==> config.mk <==
export PLATFORM = sky130hd
export DESIGN_NAME = reg_ring_master_flat
export DESIGN_NICKNAME = d
export VERILOG_FILES = /design/src/rtl/reg_ring_pkg.sv /design/src/rtl/reg_ring_master_if.sv /design/src/rtl/reg_ring_master.sv /design/src/flat_wrapper.sv
export SDC_FILE = /design/constraint.sdc
export NUM_CORES = 1
export LEC_CHECK = 0
export ABC_AREA = 1
export CAP_MARGIN = 20
export CORE_ASPECT_RATIO = 0.7
export CORE_MARGIN = 8
export CORE_UTILIZATION = 44
export DETAILED_ROUTE_END_ITERATION = 7
export PLACE_DENSITY = 0.86
export SLEW_MARGIN = 25
export SYNTH_ARGS = -nofsm -noshare
export SYNTH_HDL_FRONTEND = slang
export SYNTH_SLANG_ARGS = --single-unit
==> constraint.sdc <==
create_clock -name clk -period 3.3 [get_ports clk]
set_clock_uncertainty 0.1 [all_clocks]
set_input_delay 0.825 -clock clk [delete_from_list [all_inputs] [get_ports clk]]
set_output_delay 0.825 -clock clk [all_outputs]
set_load 0.02 [all_outputs]
==> src/rtl/reg_ring_pkg.sv <==
// Shared definitions for the register ring master.
//   - default ring address/data widths
//   - response status codes returned to the client
//   - FSM state encoding of the master
package reg_ring_pkg;

   localparam int UDP_REG_ADDR_WIDTH  = 23;
   localparam int CPCI_NF2_DATA_WIDTH = 32;

   localparam logic [1:0] RSP_OK      = 2'd0;
   localparam logic [1:0] RSP_NACK    = 2'd1;
   localparam logic [1:0] RSP_TIMEOUT = 2'd2;

   typedef enum logic [1:0] {
      ST_IDLE  = 2'd0,
      ST_ISSUE = 2'd1,
      ST_WAIT  = 2'd2,
      ST_RESP  = 2'd3
   } state_t;

endpackage

==> src/rtl/reg_ring_master_if.sv <==
// Bundle of the client command/response handshake and the register ring
// in/out chain seen by the ring master.
//   master modport : the ring master (drives cmd_ready, rsp_*, reg_*_out)
//   slave modport  : the environment (client + ring tail)
interface reg_ring_master_if
   import reg_ring_pkg::*;
#(
   parameter int ADDR_WIDTH = UDP_REG_ADDR_WIDTH,
   parameter int DATA_WIDTH = CPCI_NF2_DATA_WIDTH,
   parameter int SRC_WIDTH  = 2
);

   logic                  cmd_valid;
   logic                  cmd_ready;
   logic                  cmd_rd_wr_L;
   logic [ADDR_WIDTH-1:0] cmd_addr;
   logic [DATA_WIDTH-1:0] cmd_wdata;

   logic                  rsp_valid;
   logic                  rsp_ready;
   logic [DATA_WIDTH-1:0] rsp_rdata;
   logic [1:0]            rsp_status;

   logic                  reg_req_out;
   logic                  reg_ack_out;
   logic                  reg_rd_wr_L_out;
   logic [ADDR_WIDTH-1:0] reg_addr_out;
   logic [DATA_WIDTH-1:0] reg_data_out;
   logic [SRC_WIDTH-1:0]  reg_src_out;

   logic                  reg_req_in;
   logic                  reg_ack_in;
   logic                  reg_rd_wr_L_in;
   logic [ADDR_WIDTH-1:0] reg_addr_in;
   logic [DATA_WIDTH-1:0] reg_data_in;
   logic [SRC_WIDTH-1:0]  reg_src_in;

   modport master (
      input  cmd_valid, cmd_rd_wr_L, cmd_addr, cmd_wdata, rsp_ready,
      input  reg_req_in, reg_ack_in, reg_rd_wr_L_in, reg_addr_in, reg_data_in, reg_src_in,
      output cmd_ready, rsp_valid, rsp_rdata, rsp_status,
      output reg_req_out, reg_ack_out, reg_rd_wr_L_out, reg_addr_out, reg_data_out, reg_src_out
   );

   modport slave (
      output cmd_valid, cmd_rd_wr_L, cmd_addr, cmd_wdata, rsp_ready,
      output reg_req_in, reg_ack_in, reg_rd_wr_L_in, reg_addr_in, reg_data_in, reg_src_in,
      input  cmd_ready, rsp_valid, rsp_rdata, rsp_status,
      input  reg_req_out, reg_ack_out, reg_rd_wr_L_out, reg_addr_out, reg_data_out, reg_src_out
   );

endinterface

==> src/rtl/reg_ring_master.sv <==
// Head-of-ring initiator: turns single client register commands into ring
// transactions, waits for the request to come back round the ring and hands
// read data plus completion status back on a valid/ready response port.
// Ports:
//   clk, reset : clock, synchronous active-high reset
//   bus        : reg_ring_master_if.master (client cmd/rsp + ring in/out)
//   stray_cnt  : saturating count of discarded unexpected returns
//
// state    | meaning
// ---------+--------------------------------------------------------------
// ST_IDLE  | cmd_ready high, waiting for a client command
// ST_ISSUE | single-cycle request pulse on the ring
// ST_WAIT  | waiting for our request to return, or the timeout to expire
// ST_RESP  | rsp_valid high, holding the response until the client takes it
module reg_ring_master
   import reg_ring_pkg::*;
#(
   parameter int                           ADDR_WIDTH        = UDP_REG_ADDR_WIDTH,
   parameter int                           DATA_WIDTH        = CPCI_NF2_DATA_WIDTH,
   parameter int                           UDP_REG_SRC_WIDTH = 2,
   parameter logic [UDP_REG_SRC_WIDTH-1:0] SRC_ID            = 2'd3,
   parameter int                           TIMEOUT_CYCLES    = 1024
) (
   input  logic               clk,
   input  logic               reset,
   reg_ring_master_if.master  bus,
   output logic [7:0]         stray_cnt
);

   localparam int TMR_W = $clog2(TIMEOUT_CYCLES) + 1;
   localparam logic [TMR_W-1:0] TMR_LAST = TMR_W'(TIMEOUT_CYCLES - 1);

   state_t             state;
   logic [TMR_W-1:0]   tmr;
   logic               ret_match;
   logic               stray;

   assign ret_match = bus.reg_req_in && (bus.reg_src_in == SRC_ID);
   // Anything on the ring that is not the return we are waiting for.
   assign stray     = bus.reg_req_in && (!ret_match || state != ST_WAIT);

   always_ff @(posedge clk) begin
      if (reset) begin
         state               <= ST_IDLE;
         tmr                 <= '0;
         stray_cnt           <= '0;
         bus.cmd_ready       <= 1'b1;
         bus.rsp_valid       <= 1'b0;
         bus.rsp_rdata       <= '0;
         bus.rsp_status      <= RSP_OK;
         bus.reg_req_out     <= 1'b0;
         bus.reg_ack_out     <= 1'b0;
         bus.reg_rd_wr_L_out <= 1'b0;
         bus.reg_addr_out    <= '0;
         bus.reg_data_out    <= '0;
         bus.reg_src_out     <= '0;
      end else begin
         if (stray && stray_cnt != 8'hFF)
            stray_cnt <= stray_cnt + 8'd1;

         case (state)
            ST_IDLE: begin
               // Ring outputs are loaded straight from the handshake so the
               // request appears in the cycle right after acceptance.
               if (bus.cmd_valid) begin
                  bus.cmd_ready       <= 1'b0;
                  bus.reg_req_out     <= 1'b1;
                  bus.reg_ack_out     <= 1'b0;
                  bus.reg_rd_wr_L_out <= bus.cmd_rd_wr_L;
                  bus.reg_addr_out    <= bus.cmd_addr;
                  bus.reg_data_out    <= bus.cmd_rd_wr_L ? '0 : bus.cmd_wdata;
                  bus.reg_src_out     <= SRC_ID;
                  tmr                 <= '0;
                  state               <= ST_ISSUE;
               end
            end

            ST_ISSUE: begin
               // tmr counts cycles since the issue cycle, so the timeout
               // lands TIMEOUT_CYCLES cycles after the request pulse.
               bus.reg_req_out     <= 1'b0;
               bus.reg_rd_wr_L_out <= 1'b0;
               bus.reg_addr_out    <= '0;
               bus.reg_data_out    <= '0;
               bus.reg_src_out     <= '0;
               tmr                 <= tmr + 1'b1;
               state               <= ST_WAIT;
            end

            ST_WAIT: begin
               tmr <= tmr + 1'b1;
               if (ret_match) begin
                  bus.rsp_rdata  <= bus.reg_data_in;
                  bus.rsp_status <= bus.reg_ack_in ? RSP_OK : RSP_NACK;
                  bus.rsp_valid  <= 1'b1;
                  state          <= ST_RESP;
               end else if (tmr == TMR_LAST) begin
                  bus.rsp_rdata  <= '0;
                  bus.rsp_status <= RSP_TIMEOUT;
                  bus.rsp_valid  <= 1'b1;
                  state          <= ST_RESP;
               end
            end

            ST_RESP: begin
               if (bus.rsp_ready) begin
                  bus.rsp_valid <= 1'b0;
                  bus.cmd_ready <= 1'b1;
                  state         <= ST_IDLE;
               end
            end

            default: state <= ST_IDLE;
         endcase
      end
   end

endmodule

==> src/flat_wrapper.sv <==
// flat-port wrapper written by rule: the top's interface ports become plain ports
module reg_ring_master_flat import reg_ring_pkg::*;
#(
   parameter int                           ADDR_WIDTH        = UDP_REG_ADDR_WIDTH,
   parameter int                           DATA_WIDTH        = CPCI_NF2_DATA_WIDTH,
   parameter int                           UDP_REG_SRC_WIDTH = 2,
   parameter logic [UDP_REG_SRC_WIDTH-1:0] SRC_ID            = 2'd3,
   parameter int                           TIMEOUT_CYCLES    = 1024
)
  (clk, reset, stray_cnt, bus_cmd_valid, bus_cmd_rd_wr_L, bus_cmd_addr, bus_cmd_wdata, bus_rsp_ready, bus_reg_req_in, bus_reg_ack_in, bus_reg_rd_wr_L_in, bus_reg_addr_in, bus_reg_data_in, bus_reg_src_in, bus_cmd_ready, bus_rsp_valid, bus_rsp_rdata, bus_rsp_status, bus_reg_req_out, bus_reg_ack_out, bus_reg_rd_wr_L_out, bus_reg_addr_out, bus_reg_data_out, bus_reg_src_out);
  reg_ring_master_if #(.ADDR_WIDTH(ADDR_WIDTH), .DATA_WIDTH(DATA_WIDTH), .SRC_WIDTH((2))) bus_i ();
  input  logic clk;
  input  logic reset;
  output logic [7:0] stray_cnt;
  input wire logic [$bits(bus_i.cmd_valid)-1:0] bus_cmd_valid;
  input wire logic [$bits(bus_i.cmd_rd_wr_L)-1:0] bus_cmd_rd_wr_L;
  input wire logic [$bits(bus_i.cmd_addr)-1:0] bus_cmd_addr;
  input wire logic [$bits(bus_i.cmd_wdata)-1:0] bus_cmd_wdata;
  input wire logic [$bits(bus_i.rsp_ready)-1:0] bus_rsp_ready;
  input wire logic [$bits(bus_i.reg_req_in)-1:0] bus_reg_req_in;
  input wire logic [$bits(bus_i.reg_ack_in)-1:0] bus_reg_ack_in;
  input wire logic [$bits(bus_i.reg_rd_wr_L_in)-1:0] bus_reg_rd_wr_L_in;
  input wire logic [$bits(bus_i.reg_addr_in)-1:0] bus_reg_addr_in;
  input wire logic [$bits(bus_i.reg_data_in)-1:0] bus_reg_data_in;
  input wire logic [$bits(bus_i.reg_src_in)-1:0] bus_reg_src_in;
  output wire logic [$bits(bus_i.cmd_ready)-1:0] bus_cmd_ready;
  output wire logic [$bits(bus_i.rsp_valid)-1:0] bus_rsp_valid;
  output wire logic [$bits(bus_i.rsp_rdata)-1:0] bus_rsp_rdata;
  output wire logic [$bits(bus_i.rsp_status)-1:0] bus_rsp_status;
  output wire logic [$bits(bus_i.reg_req_out)-1:0] bus_reg_req_out;
  output wire logic [$bits(bus_i.reg_ack_out)-1:0] bus_reg_ack_out;
  output wire logic [$bits(bus_i.reg_rd_wr_L_out)-1:0] bus_reg_rd_wr_L_out;
  output wire logic [$bits(bus_i.reg_addr_out)-1:0] bus_reg_addr_out;
  output wire logic [$bits(bus_i.reg_data_out)-1:0] bus_reg_data_out;
  output wire logic [$bits(bus_i.reg_src_out)-1:0] bus_reg_src_out;
  assign bus_i.cmd_valid = bus_cmd_valid;
  assign bus_i.cmd_rd_wr_L = bus_cmd_rd_wr_L;
  assign bus_i.cmd_addr = bus_cmd_addr;
  assign bus_i.cmd_wdata = bus_cmd_wdata;
  assign bus_i.rsp_ready = bus_rsp_ready;
  assign bus_i.reg_req_in = bus_reg_req_in;
  assign bus_i.reg_ack_in = bus_reg_ack_in;
  assign bus_i.reg_rd_wr_L_in = bus_reg_rd_wr_L_in;
  assign bus_i.reg_addr_in = bus_reg_addr_in;
  assign bus_i.reg_data_in = bus_reg_data_in;
  assign bus_i.reg_src_in = bus_reg_src_in;
  assign bus_cmd_ready = bus_i.cmd_ready;
  assign bus_rsp_valid = bus_i.rsp_valid;
  assign bus_rsp_rdata = bus_i.rsp_rdata;
  assign bus_rsp_status = bus_i.rsp_status;
  assign bus_reg_req_out = bus_i.reg_req_out;
  assign bus_reg_ack_out = bus_i.reg_ack_out;
  assign bus_reg_rd_wr_L_out = bus_i.reg_rd_wr_L_out;
  assign bus_reg_addr_out = bus_i.reg_addr_out;
  assign bus_reg_data_out = bus_i.reg_data_out;
  assign bus_reg_src_out = bus_i.reg_src_out;
  reg_ring_master #(.ADDR_WIDTH(ADDR_WIDTH), .DATA_WIDTH(DATA_WIDTH), .UDP_REG_SRC_WIDTH(UDP_REG_SRC_WIDTH), .SRC_ID(SRC_ID), .TIMEOUT_CYCLES(TIMEOUT_CYCLES)) u_core (.clk(clk), .reset(reset), .bus(bus_i), .stray_cnt(stray_cnt));
endmodule
==> impl_summary.txt, run 1 <==
----------------------------------------------------
[Outcome]
  Result of the run ... finished clean

[Timing]
  Setup repair after global routing missed its margin ... false
  Final-report max-slew violation count ... 0
  Post-route setup slack ... 851 ps
  Clock period minus final worst setup slack ... 2450 ps
  Final Hold Viols ... 0
  Setup TNS Final ... 0 ps
  Portion of the clock cycle consumed by the worst path in the final layout ... 0.742
  Worst slew margin relative to its limit ... 0.483
  Endpoints failing setup ... 0
  Max frequency ... 0.408 GHz
  Actual transition at the worst max-transition pin ... 776 ps

[Placement]
  Count of buffers from port buffering ... 198
  Worst slack after detailed placement ... 542 ps
  Routability congestion estimate from global placement ... 0.792
  Inst Count DP ... 886
  Placed wire-length estimate after detailed placement ... 10400 µm

[Global routing]
  Largest net degree at the start of global routing ... 100
  Number of antenna violations at the first check in global routing ... 0
  Wire length of the first global-routing pass ... 22800 µm
  Total global routing overflow ... 0
  Via count of the first global-routing pass ... 4677
  Overall fraction of global-route tracks in use ... 0.206

[Final layout]
  Number of nets in the layout ... 900
  Count of placed standard cells in the final layout, fillers left out ... 917
  Layout area overhead ... 56.7%
  Diode count ... 0
  # fillers ... 711
  Layout cells sized above 1 ... 0.0866

[Clock network]
  Max H-tree Level ... 4
  Latest clock arrival within the worst-skew pair ... 410 ps
  Number of instances resized during post-cts repair ... 0
  Root Buffer Master ... sky130_fd_sc_hd__clkbuf_16
  Number of buffers inserted during clock tree synthesis ... 17
  CTS Buffer Depth ... 2
  Clock tree from TritonCTS ... yes
  Number of post-CTS setup repair buffers ... 0
  Count of clock tree sinks ... 114
  Total of hold buffers inserted after clock tree synthesis ... 0
  Clock slew at the register clock pins of the worst setup and hold paths ... 50 ps

[Floorplan]
  Die Ht ... 101 µm
  Die Footprint ... 13900 µm²
  Die outline width ... 138 µm
  Area of the core ... 10200 µm²
  Starting Density ... 0.447
  Placement Rows ... 31
  Number of top-level design ports ... 224

[Setup path]
  Cell type group with the largest total delay on the critical path ... buffers and inverters
  Kind of end point of the critical path ... primary output
  Largest stage delay on the critical path ... 680 ps
  Number of cells on the worst reg-to-reg path ... 8
  Critical path launch point type ... register
  Endpoint of the worst register-to-register path ... u_core.bus.reg_data_out[13]$_SDFFE_PP0P_
  Cell with the largest stage delay on the worst path ... sky130_fd_sc_hd__clkdlybuf4s50_1
  Cell Chain, Critical Path ... clkdlybuf4s50_1
  Start of the worst register-to-register path ... u_core.state[1]$_SDFFE_PP0P_
  First element of the critical path ... u_core.stray_cnt[5]$_SDFFE_PP0P_
  Critical path type ... reg -> out
  Worst Setup EP ... stray_cnt[5]
  R2R Setup Slk ... 1070 ps
  Required @ worst endpoint ... 2370 ps
  Crit path max fanout ... 5
  Crit path arrival time ... 1520 ps
  Critical path depth ... 1
  Buffers plus inverters on the worst setup path ... 1

[Routing]
  Wire length on met2 ... 6860 µm
  Number of design rule violations left after detail routing ... 0
  Vias post-DR ... 4655
  Number of detailed-route iterations in the first pass ... 5
  Top sig layer ... met4
  Detailed Route Iter0 Violations ... 295
  Average wire per cell in the routed design ... 16.0 µm
  Detailed route wirelength on metal3 ... 2020 µm
  Metal1 wirelength ... 5560 µm
  Mean number of vias per cell ... 5.08
  Count of nets left with antenna violations after detail routing ... 0
  Wire length after detailed routing ... 14700 µm

[Synth]
  Post-synthesis cell area ... 4560 µm²
  Share of async-settable or async-resettable flops after synthesis ... 0
  Post-synth net total ... 713
  Number of synthesized flops with an enable pin ... 0
  Mapped Cells ... 586
  Mean cell area of the mapped netlist ... 7.77 µm²
  Main flop type after synthesis ... sky130_fd_sc_hd__dfxtp_1
  Number of distinct library cells after synthesis ... 32
  Yosys warning count ... 0
  Cells taking the most area after synthesis ... sky130_fd_sc_hd__dfxtp_1, sky130_fd_sc_hd__nand2_1, sky130_fd_sc_hd__a21oi_1, sky130_fd_sc_hd__nand3_1, sky130_fd_sc_hd__inv_1
  Top cell types by occurrence after synthesis ... sky130_fd_sc_hd__nand2_1, sky130_fd_sc_hd__dfxtp_1, sky130_fd_sc_hd__a21oi_1
  Yosys reg bits ... 114
  Portion of the post-synthesis area used by sequential elements ... 0.501
  Count leader, synth ... sky130_fd_sc_hd__nand2_1
  Top-area cell type share of the netlist area ... 0.501
  Biggest area consumer among synthesized cells ... sky130_fd_sc_hd__dfxtp_1

[Power and ir drop]
  Leakage power of the design ... 2.62 nW
  Areal power density over the cells ... 674 nW/µm²
  Final Power ... 0.00481 W
  Maximum resistive drop on vdd ... 0.420 mV

[Hold path]
  Hold/Removal Path Class ... reg -> reg
  Number of stages on the worst hold path ... 2

[Flow run]
  # Max-Cap Violations ... 0

----------------------------------------------------
## stage by stage
stage / util / hold WS, ps / area (µm²)
final: 0.700 / 355 / 7140
after global routing: 0.700 / 375 / 7140
after CTS: 0.700 / 357 / 7140
after detailed placement: 0.640 / 349 / 6530
after global placement: 0.640 / 341 / 6530
after floorplan: - / 327 / 4560
## worst min path at each step
| stage | startpoint | end | slack, ps |
|---|---|---|---|
| after global routing | u_core.tmr[7]$_SDFFE_PP0P_ | u_core.tmr[7]$_SDFFE_PP0P_ | 370 |
| after CTS | u_core.tmr[7]$_SDFFE_PP0P_ | u_core.tmr[7]$_SDFFE_PP0P_ | 360 |
| after floorplan | u_core.tmr[7]$_SDFFE_PP0P_ | u_core.tmr[7]$_SDFFE_PP0P_ | 330 |
| after detailed placement | u_core.tmr[7]$_SDFFE_PP0P_ | u_core.tmr[7]$_SDFFE_PP0P_ | 350 |
| final | u_core.tmr[7]$_SDFFE_PP0P_ | u_core.tmr[7]$_SDFFE_PP0P_ | 360 |
| after global placement | u_core.tmr[7]$_SDFFE_PP0P_ | u_core.tmr[7]$_SDFFE_PP0P_ | 340 |
## power by group
part	switching (W)	total [W]	internal [W]	leakage (nW)
clock	0.000616	0.00189	0.00127	0.299
combinational	0.000792	0.00132	0.000524	1.40
sequential	0.0000919	0.00161	0.00152	0.925
total	0.00150	0.00481	0.00331	2.62
## cell type report
cell class | count | area, µm² | share of cell area
Sequential cell | 114 | 2280 | 0.320
Timing Repair Buffer | 201 | 2020 | 0.283
Multi-Input combinational cell | 406 | 1940 | 0.272
Clock buffer | 20 | 447 | 0.0626
Tap cell | 132 | 165 | 0.0231
Clock inverter | 11 | 161 | 0.0226
Inverter | 33 | 125 | 0.0175
## layout by cell type (no fill, tap or decap), types with 2 or more instances in the layout
| cell | count |
|---|---|
| sky130_fd_sc_hd__nor2_2 | 3 |
| sky130_fd_sc_hd__nand2_1 | 187 |
| sky130_fd_sc_hd__ha_1 | 7 |
| sky130_fd_sc_hd__buf_4 | 2 |
| sky130_fd_sc_hd__dfxtp_1 | 114 |
| sky130_fd_sc_hd__clkdlybuf4s50_1 | 197 |
| sky130_fd_sc_hd__inv_1 | 29 |
| sky130_fd_sc_hd__xnor2_1 | 2 |
| sky130_fd_sc_hd__nor2_1 | 21 |
| sky130_fd_sc_hd__nand2_2 | 13 |
| sky130_fd_sc_hd__bufinv_16 | 4 |
| sky130_fd_sc_hd__clkbuf_16 | 17 |
| sky130_fd_sc_hd__nor2_4 | 2 |
| sky130_fd_sc_hd__inv_2 | 3 |
| sky130_fd_sc_hd__a21oi_1 | 98 |
| sky130_fd_sc_hd__a21oi_2 | 10 |
| sky130_fd_sc_hd__xor2_1 | 2 |
| sky130_fd_sc_hd__o21ai_0 | 12 |
| sky130_fd_sc_hd__nor3_1 | 2 |
| sky130_fd_sc_hd__clkinv_2 | 6 |
| sky130_fd_sc_hd__nand3_1 | 38 |
| sky130_fd_sc_hd__clkbuf_1 | 2 |
## cell families (layout without fill, tap and decap cells)
family	count (synthesis)	count (layout)	synth area share
AOI/OAI and AO/OA	125	125	0.148
xor gates and xnor gates	4	4	0.00769
adders and majority gates	7	7	0.0192
buffers and inverters	66	265	0.0728
DFF	114	114	0.501
other	1	1	0.000823
and+or+nand+nor	269	269	0.250
## routing by layer
metal | GRT usage | vias up
li1 | - | 2261
met1 | 0.217 | 2147
met2 | 0.342 | 222
met3 | 0.113 | 25
met4 | 0.0707 | 0
met5 | 0 | -
## registers in the layout (all words and copies together) (netlist names)
name,count
u_core.tmr,11
u_core.bus.reg_addr_out,23
u_core.bus.rsp_valid,1
u_core.bus.rsp_status,2
u_core.bus.reg_data_out,32
u_core.bus.rsp_rdata,32
u_core.bus.reg_src_out,1
u_core.state,2
u_core.bus.cmd_ready,1
u_core.bus.reg_rd_wr_L_out,1
u_core.stray_cnt,8
## worst min-delay path, stage by stage (launching register included)
cell and delay, ps:
sky130_fd_sc_hd__dfxtp_1 310, sky130_fd_sc_hd__inv_1 50, sky130_fd_sc_hd__a21oi_1 50
Power figures use the tool's default switching activity.
==> inputs of run 2 (changes only) <==
--- a/config.mk
+++ b/config.mk
@@ -9,9 +9,9 @@
 export CAP_MARGIN = 20
 export CORE_ASPECT_RATIO = 0.7
 export CORE_MARGIN = 8
-export CORE_UTILIZATION = 44
+export CORE_UTILIZATION = 40
 export DETAILED_ROUTE_END_ITERATION = 7
-export PLACE_DENSITY = 0.86
+export PLACE_DENSITY = 0.8
 export SLEW_MARGIN = 25
 export SYNTH_ARGS = -nofsm -noshare
 export SYNTH_HDL_FRONTEND = slang
==> constraint.sdc (replaced) <==
create_clock -name clk -period 2.3 [get_ports clk]
set_clock_uncertainty 0.1 [all_clocks]
set_input_delay 0.575 -clock clk [delete_from_list [all_inputs] [get_ports clk]]
set_output_delay 0.575 -clock clk [all_outputs]
set_load 0.02 [all_outputs]
==> run 2 against run 1 <==
Hold slack improved by 3.5 ps. Critical path depth did not move. Final cell count rose by 2.7%. Sequential power rose by 43%. Combinational power rose by 45%. Highest routed layer unchanged.
==> impl_summary.txt, run 2 (synthesis results as in run 1) <==
----------------------------------------------------
[Outcome]
  Result of the run ... finished clean (unchanged)

[Routing]
  Detailed Route Iter0 Violations ... 241 (was 295)
  Wire length after detailed routing ... 14400 µm (was 14700 µm)
  Mean number of vias per cell ... 4.81 (was 5.08)
  Count of nets left with antenna violations after detail routing ... 0 (unchanged)
  Vias post-DR ... 4534 (was 4655)
  Average wire per cell in the routed design ... 15.3 µm (was 16.0 µm)
  Number of detailed-route iterations in the first pass ... 6 (was 5)
  Number of design rule violations left after detail routing ... 0 (unchanged)

[Flow run]
  # Max-Cap Violations ... 0 (unchanged)

[Setup path]
  Required @ worst endpoint ... 1620 ps (was 2370 ps)
  Kind of end point of the critical path ... primary output (unchanged)
  Critical path type ... reg -> out (unchanged)
  Cell Chain, Critical Path ... clkdlybuf4s50_1 (unchanged)
  Cell with the largest stage delay on the worst path ... sky130_fd_sc_hd__clkdlybuf4s50_1 (unchanged)
  Largest stage delay on the critical path ... 690 ps (was 680 ps)
  Critical path launch point type ... register (unchanged)
  Crit path arrival time ... 1520 ps (about the same)
  Cell type group with the largest total delay on the critical path ... buffers and inverters (unchanged)
  Crit path max fanout ... 6 (was 5)
  Buffers plus inverters on the worst setup path ... 1 (unchanged)

[Timing]
  Endpoints failing setup ... 0 (unchanged)
  Max frequency ... 0.456 GHz
  Worst-case hold slack ... 359 ps (was 355 ps)
  Setup repair after global routing missed its margin ... false (unchanged)
  Final Hold Viols ... 0 (unchanged)
  Setup TNS Final ... 0 ps (unchanged)
  Clock period minus final worst setup slack ... 2190 ps
  Portion of the clock cycle consumed by the worst path in the final layout ... 0.952
  Final-report max-slew violation count ... 0 (unchanged)

[Floorplan]
  Area of the core ... 11100 µm² (was 10200 µm²)
  Placement Rows ... 32 (was 31)
  Die Footprint ... 15100 µm² (was 13900 µm²)
  Die outline width ... 144 µm (was 138 µm)
  Number of top-level design ports ... 224 (unchanged)
  Die Ht ... 105 µm (was 101 µm)
  Starting Density ... 0.412 (was 0.447)

[Final layout]
  Commonest non-fill, non-tap cell in the layout ... sky130_fd_sc_hd__clkdlybuf4s50_1 (unchanged)
  Diode count ... 0 (unchanged)
  Layout cells sized above 1 ... 0.0925 (was 0.0866)
  Layout area overhead ... 59.4% (was 56.7%)
  Number of nets in the layout ... 904 (was 900)
  Registers with the most flip-flops ... u_core.bus.reg_data_out: 32 flops, u_core.bus.rsp_rdata: 32 flops, u_core.bus.reg_addr_out: 23 flops (unchanged)
  Highest-count cells in the layout ignoring fill and taps ... sky130_fd_sc_hd__clkdlybuf4s50_1, sky130_fd_sc_hd__nand2_1, sky130_fd_sc_hd__dfxtp_1, sky130_fd_sc_hd__a21oi_1, sky130_fd_sc_hd__nand3_1 (unchanged)

[Placement]
  Placed wire-length estimate after detailed placement ... 10300 µm (was 10400 µm)
  Routability congestion estimate from global placement ... 0.817 (was 0.792)
  Count of buffers from port buffering ... 198 (unchanged)

[Global routing]
  Largest net degree at the start of global routing ... 100 (unchanged)
  Via count of the first global-routing pass ... 4665 (was 4677)
  Total global routing overflow ... 0 (unchanged)
  Wire length of the first global-routing pass ... 23100 µm (was 22800 µm)
  Number of antenna violations at the first check in global routing ... 0 (unchanged)
  Overall fraction of global-route tracks in use ... 0.189 (was 0.206)

[Power and ir drop]
  Areal power density over the cells ... 977 nW/µm² (was 674 nW/µm²)
  Maximum resistive drop on vdd ... 0.506 mV (was 0.420 mV)
  Leakage power of the design ... 2.67 nW (was 2.62 nW)

[Clock network]
  CTS Buffer Depth ... 2 (unchanged)
  Number of post-CTS setup repair buffers ... 0 (unchanged)
  Root Buffer Master ... sky130_fd_sc_hd__clkbuf_16 (unchanged)
  Clock tree from TritonCTS ... yes (unchanged)
  Clock slew at the register clock pins of the worst setup and hold paths ... 50 ps (about the same)
  Number of buffers inserted during clock tree synthesis ... 17 (unchanged)
  Latest clock arrival within the worst-skew pair ... 400 ps (was 410 ps)
  Total of hold buffers inserted after clock tree synthesis ... 0 (unchanged)
  Number of instances resized during post-cts repair ... 0 (unchanged)
  Max H-tree Level ... 4 (unchanged)
  Count of clock tree sinks ... 114 (unchanged)

[Hold path]
  Hold/Removal Path Class ... reg -> reg (unchanged)

----------------------------------------------------
[run 2: layout make-up]
cell class	instances	area, µm²
timing repair buffer	205	2070
clock inverter	10	180
clock buffer	21	470
tap	153	191
multi-input combinational	406	1940
inverter	33	125
sequential	114	2280
fill	918	3790
[run 2: where the power goes]
part           internal [W]  total [W]  switching [W]
registers           0.00218    0.00230       0.000124
clock network       0.00200    0.00288       0.000880
logic              0.000789    0.00192        0.00113
total               0.00496    0.00709        0.00213
[run 2: through the flow]
| step | std cells | setup slack [ps] | power [W] | cell area, µm² | utilization |
|---|---|---|---|---|---|
| CTS | 942 | 85.2 | 0.00717 | 7260 | 0.657 |
| global placement | 911 | 194 | 0.00421 | 6610 | 0.598 |
| finish | 942 | 109 | 0.00709 | 7260 | 0.657 |
| floorplan | 586 | 700 | 0.00351 | 4560 | - |
| global route | 942 | 37.4 | 0.00747 | 7260 | 0.657 |
| detailed placement | 911 | 126 | 0.00427 | 6610 | 0.598 |
[run 2: worst paths after layout]
kind	to	cells after the start	from	slack, ps
setup / recovery	stray_cnt[2]	1	u_core.stray_cnt[2]$_SDFFE_PP0P_	110
setup reg to reg	u_core.tmr[7]$_SDFFE_PP0P_	8	u_core.state[0]$_SDFFE_PP0P_	450
hold / removal	u_core.bus.reg_addr_out[6]$_SDFFE_PP0P_	2	u_core.bus.reg_addr_out[6]$_SDFFE_PP0P_	360
hold reg to reg	u_core.bus.reg_addr_out[6]$_SDFFE_PP0P_	2	u_core.bus.reg_addr_out[6]$_SDFFE_PP0P_	360
[run 2: metal layers]
layer / up-vias / part of all wire / GRT usage
li1: 2274 / - / -
met3: 8 / 0.13 / 0.116
met4: 0 / 0.0056 / 0.0471
met1: 2086 / 0.40 / 0.198
met2: 166 / 0.47 / 0.316
met5: - / 0 / 0
==> inputs of run 3 (changes only) <==
--- a/config.mk
+++ b/config.mk
@@ -7,7 +7,7 @@
 export LEC_CHECK = 0
 export ABC_AREA = 1
 export CAP_MARGIN = 20
-export CORE_ASPECT_RATIO = 0.7
+export CORE_ASPECT_RATIO = 0.75
 export CORE_MARGIN = 8
 export CORE_UTILIZATION = 40
 export DETAILED_ROUTE_END_ITERATION = 7
==> run 3 against run 2 <==
Cell area shrank 1.1%. Global-route usage down 0.32 points. Critical path type unchanged. Via count is 0.31% higher. Clock power shrank 13%. Sequential power about the same. Die area down 0.13%. Total power is 4.7% lower. First-iteration DRC count grew 0.41%. Combinational power is essentially flat. Critical path depth is the same.
==> impl_summary.txt, run 3 (synthesis results as in run 1) <==
----------------------------------------------------
[Clock network]
  Number of instances resized during post-cts repair ... 0 (unchanged)
  CTS Buffer Depth ... 2 (unchanged)
  Count of clock tree sinks ... 114 (unchanged)
  Total of hold buffers inserted after clock tree synthesis ... 0 (unchanged)
  Max H-tree Level ... 4 (unchanged)
  Clock slew at the register clock pins of the worst setup and hold paths ... 50 ps (about the same)
  Number of buffers inserted during clock tree synthesis ... 17 (unchanged)
  Number of post-CTS setup repair buffers ... 0 (unchanged)
  Latest clock arrival within the worst-skew pair ... 400 ps (about the same)
  Root Buffer Master ... sky130_fd_sc_hd__clkbuf_16 (unchanged)
  Clock tree from TritonCTS ... yes (unchanged)

[Global routing]
  Number of antenna violations at the first check in global routing ... 0 (unchanged)
  Grt peak-use layer ... met2 (unchanged)
  Overall fraction of global-route tracks in use ... 0.186 (was 0.189)
  Global-route track usage on met3 ... 0.116 (about the same)
  Via count of the first global-routing pass ... 4486 (was 4665)
  Met1 GRT Util ... 0.193 (was 0.198)
  Met2 global-route usage ... 0.309 (was 0.316)
  Wire length of the first global-routing pass ... 22600 µm (was 23100 µm)
  Largest net degree at the start of global routing ... 100 (unchanged)
  Total global routing overflow ... 0 (unchanged)

[Setup path]
  Buffers plus inverters on the worst setup path ... 1 (unchanged)
  Worst Setup EP ... stray_cnt[2] (unchanged)
  Critical path launch point type ... register (unchanged)
  Critical path depth ... 1 (unchanged)
  Start of the worst register-to-register path ... u_core.state[0]$_SDFFE_PP0P_ (unchanged)
  Crit path arrival time ... 1520 ps (about the same)
  Largest stage delay on the critical path ... 690 ps (about the same)
  Kind of end point of the critical path ... primary output (unchanged)
  Crit path max fanout ... 6 (unchanged)
  Number of cells on the worst reg-to-reg path ... 8 (unchanged)
  Cell Chain, Critical Path ... clkdlybuf4s50_1 (unchanged)
  R2R Setup Slk ... 390 ps (was 450 ps)
  Required @ worst endpoint ... 1620 ps (about the same)
  Cell with the largest stage delay on the worst path ... sky130_fd_sc_hd__clkdlybuf4s50_1 (unchanged)
  Cell type group with the largest total delay on the critical path ... buffers and inverters (unchanged)
  Endpoint of the worst register-to-register path ... u_core.tmr[8]$_SDFFE_PP0P_ (was u_core.tmr[7]$_SDFFE_PP0P_)
  First element of the critical path ... u_core.stray_cnt[2]$_SDFFE_PP0P_ (unchanged)
  Critical path type ... reg -> out (unchanged)

[Floorplan]
  Area of the core ... 11000 µm² (was 11100 µm²)
  Starting Density ... 0.413 (was 0.412)
  Placement Rows ... 33 (was 32)
  Number of top-level design ports ... 224 (unchanged)
  Die Ht ... 108 µm (was 105 µm)
  Die outline width ... 139 µm (was 144 µm)
  Die Footprint ... 15100 µm² (about the same)

[Timing]
  Endpoints failing setup ... 0 (unchanged)
  Setup TNS Final ... 0 ps (unchanged)
  Final-report max-slew violation count ... 0 (unchanged)
  Max frequency ... 0.456 GHz (about the same)
  Portion of the clock cycle consumed by the worst path in the final layout ... 0.954 (was 0.952)
  Worst-case hold slack ... 357 ps (was 359 ps)
  Clock period minus final worst setup slack ... 2190 ps (about the same)
  Setup repair after global routing missed its margin ... false (unchanged)
  Final Hold Viols ... 0 (unchanged)

[Final layout]
  Number of nets in the layout ... 905 (was 904)
  Area used by sequential logic in the layout ... 2280 µm² (unchanged)
  Area of the multi-input gates ... 1940 µm² (unchanged)
  Commonest non-fill, non-tap cell in the layout ... sky130_fd_sc_hd__clkdlybuf4s50_1 (unchanged)
  Registers with the most flip-flops ... u_core.bus.reg_data_out: 32 flops, u_core.bus.rsp_rdata: 32 flops, u_core.bus.reg_addr_out: 23 flops (unchanged)
  Layout cells sized above 1 ... 0.0937 (was 0.0925)
  # fillers ... 857 (was 918)
  Highest-count cells in the layout ignoring fill and taps ... sky130_fd_sc_hd__clkdlybuf4s50_1, sky130_fd_sc_hd__nand2_1, sky130_fd_sc_hd__dfxtp_1, sky130_fd_sc_hd__a21oi_1, sky130_fd_sc_hd__nand3_1 (unchanged)
  Layout area overhead ... 57.7% (was 59.4%)
  Diode count ... 0 (unchanged)

[Routing]
  Average wire per cell in the routed design ... 15.4 µm (was 15.3 µm)
  Count of nets left with antenna violations after detail routing ... 0 (unchanged)
  Vias post-DR ... 4548 (was 4534)
  Mean number of vias per cell ... 4.89 (was 4.81)
  Wire length after detailed routing ... 14300 µm (was 14400 µm)
  Number of detailed-route iterations in the first pass ... 5 (was 6)
  Number of design rule violations left after detail routing ... 0 (unchanged)
  Detailed Route Iter0 Violations ... 242 (was 241)

[Power and ir drop]
  Leakage power of the design ... 2.64 nW (was 2.67 nW)
  Final Power ... 0.00676 W (was 0.00709 W)
  Maximum resistive drop on vdd ... 0.681 mV (was 0.506 mV)
  Areal power density over the cells ... 942 nW/µm² (was 977 nW/µm²)

[Hold path]
  Startpoint of the worst hold path ... u_core.bus.rsp_rdata[25]$_SDFFE_PP0P_ (was u_core.bus.reg_addr_out[6]$_SDFFE_PP0P_)
  Hold/Removal Path Class ... reg -> reg (unchanged)

[Placement]
  Count of buffers from port buffering ... 198 (unchanged)
  Routability congestion estimate from global placement ... 0.750 (was 0.817)
  Placed wire-length estimate after detailed placement ... 10200 µm (was 10300 µm)

[Outcome]
  Result of the run ... finished clean (unchanged)

[Flow run]
  # Max-Cap Violations ... 0 (unchanged)

----------------------------------------------------
==> run 3: cell types whose count changed in the layout (fill, tap and decap cells not counted) <==
cell / before / now
sky130_fd_sc_hd__bufinv_16: 5 / 2
sky130_fd_sc_hd__clkinv_2: 4 / 7
sky130_fd_sc_hd__buf_12: 3 / 4
sky130_fd_sc_hd__clkbuf_8: 3 / 2
sky130_fd_sc_hd__clkinvlp_4: 2 / 3
==> run 3: per-stage QoR <==
step           area, µm²   util  setup slack [ps]  instances
2_1_floorplan       4560      -               700        586
4_1_cts             7180  0.652              79.8        930
3_5_place_dp        6610  0.600              55.6        899
3_3_place_gp        6610  0.600               170        899
6_report            7180  0.652               106        930
5_1_grt             7180  0.652              41.0        930
==> run 3: routing by layer <==
| layer | vias to the layer above | wire (µm) |
|---|---|---|
| met5 | - | 0 |
| met4 | 0 | 183 |
| met3 | 13 | 1840 |
| met2 | 193 | 6460 |
| met1 | 2072 | 5830 |
| li1 | 2270 | - |
==> run 3: worst min path at each step <==
stage	end	depth (start not counted)	slack (ps)
3_5_place_dp	u_core.bus.rsp_rdata[25]$_SDFFE_PP0P_	2	350
3_3_place_gp	u_core.tmr[7]$_SDFFE_PP0P_	2	340
6_report	u_core.bus.rsp_rdata[25]$_SDFFE_PP0P_	2	360
4_1_cts	u_core.bus.rsp_rdata[25]$_SDFFE_PP0P_	2	360
2_1_floorplan	u_core.tmr[7]$_SDFFE_PP0P_	2	330
5_1_grt	u_core.bus.reg_addr_out[15]$_SDFFE_PP0P_	2	370
==> run 3: area by class of cell <==
type                            count  share of cell area
Tap cell                          140              0.0244
Inverter                           33              0.0174
Sequential cell                   114               0.318
Clock inverter                     11              0.0157
Timing Repair Buffer              206               0.291
Multi-Input combinational cell    406               0.270
Clock buffer                       20              0.0636
==> run 3: where the power goes <==
| part | total (W) | internal (W) | switching [W] |
|---|---|---|---|
| logic | 0.00194 | 0.000794 | 0.00115 |
| registers | 0.00231 | 0.00218 | 0.000126 |
| clock network | 0.00251 | 0.00163 | 0.000885 |
| total | 0.00676 | 0.00460 | 0.00216 |
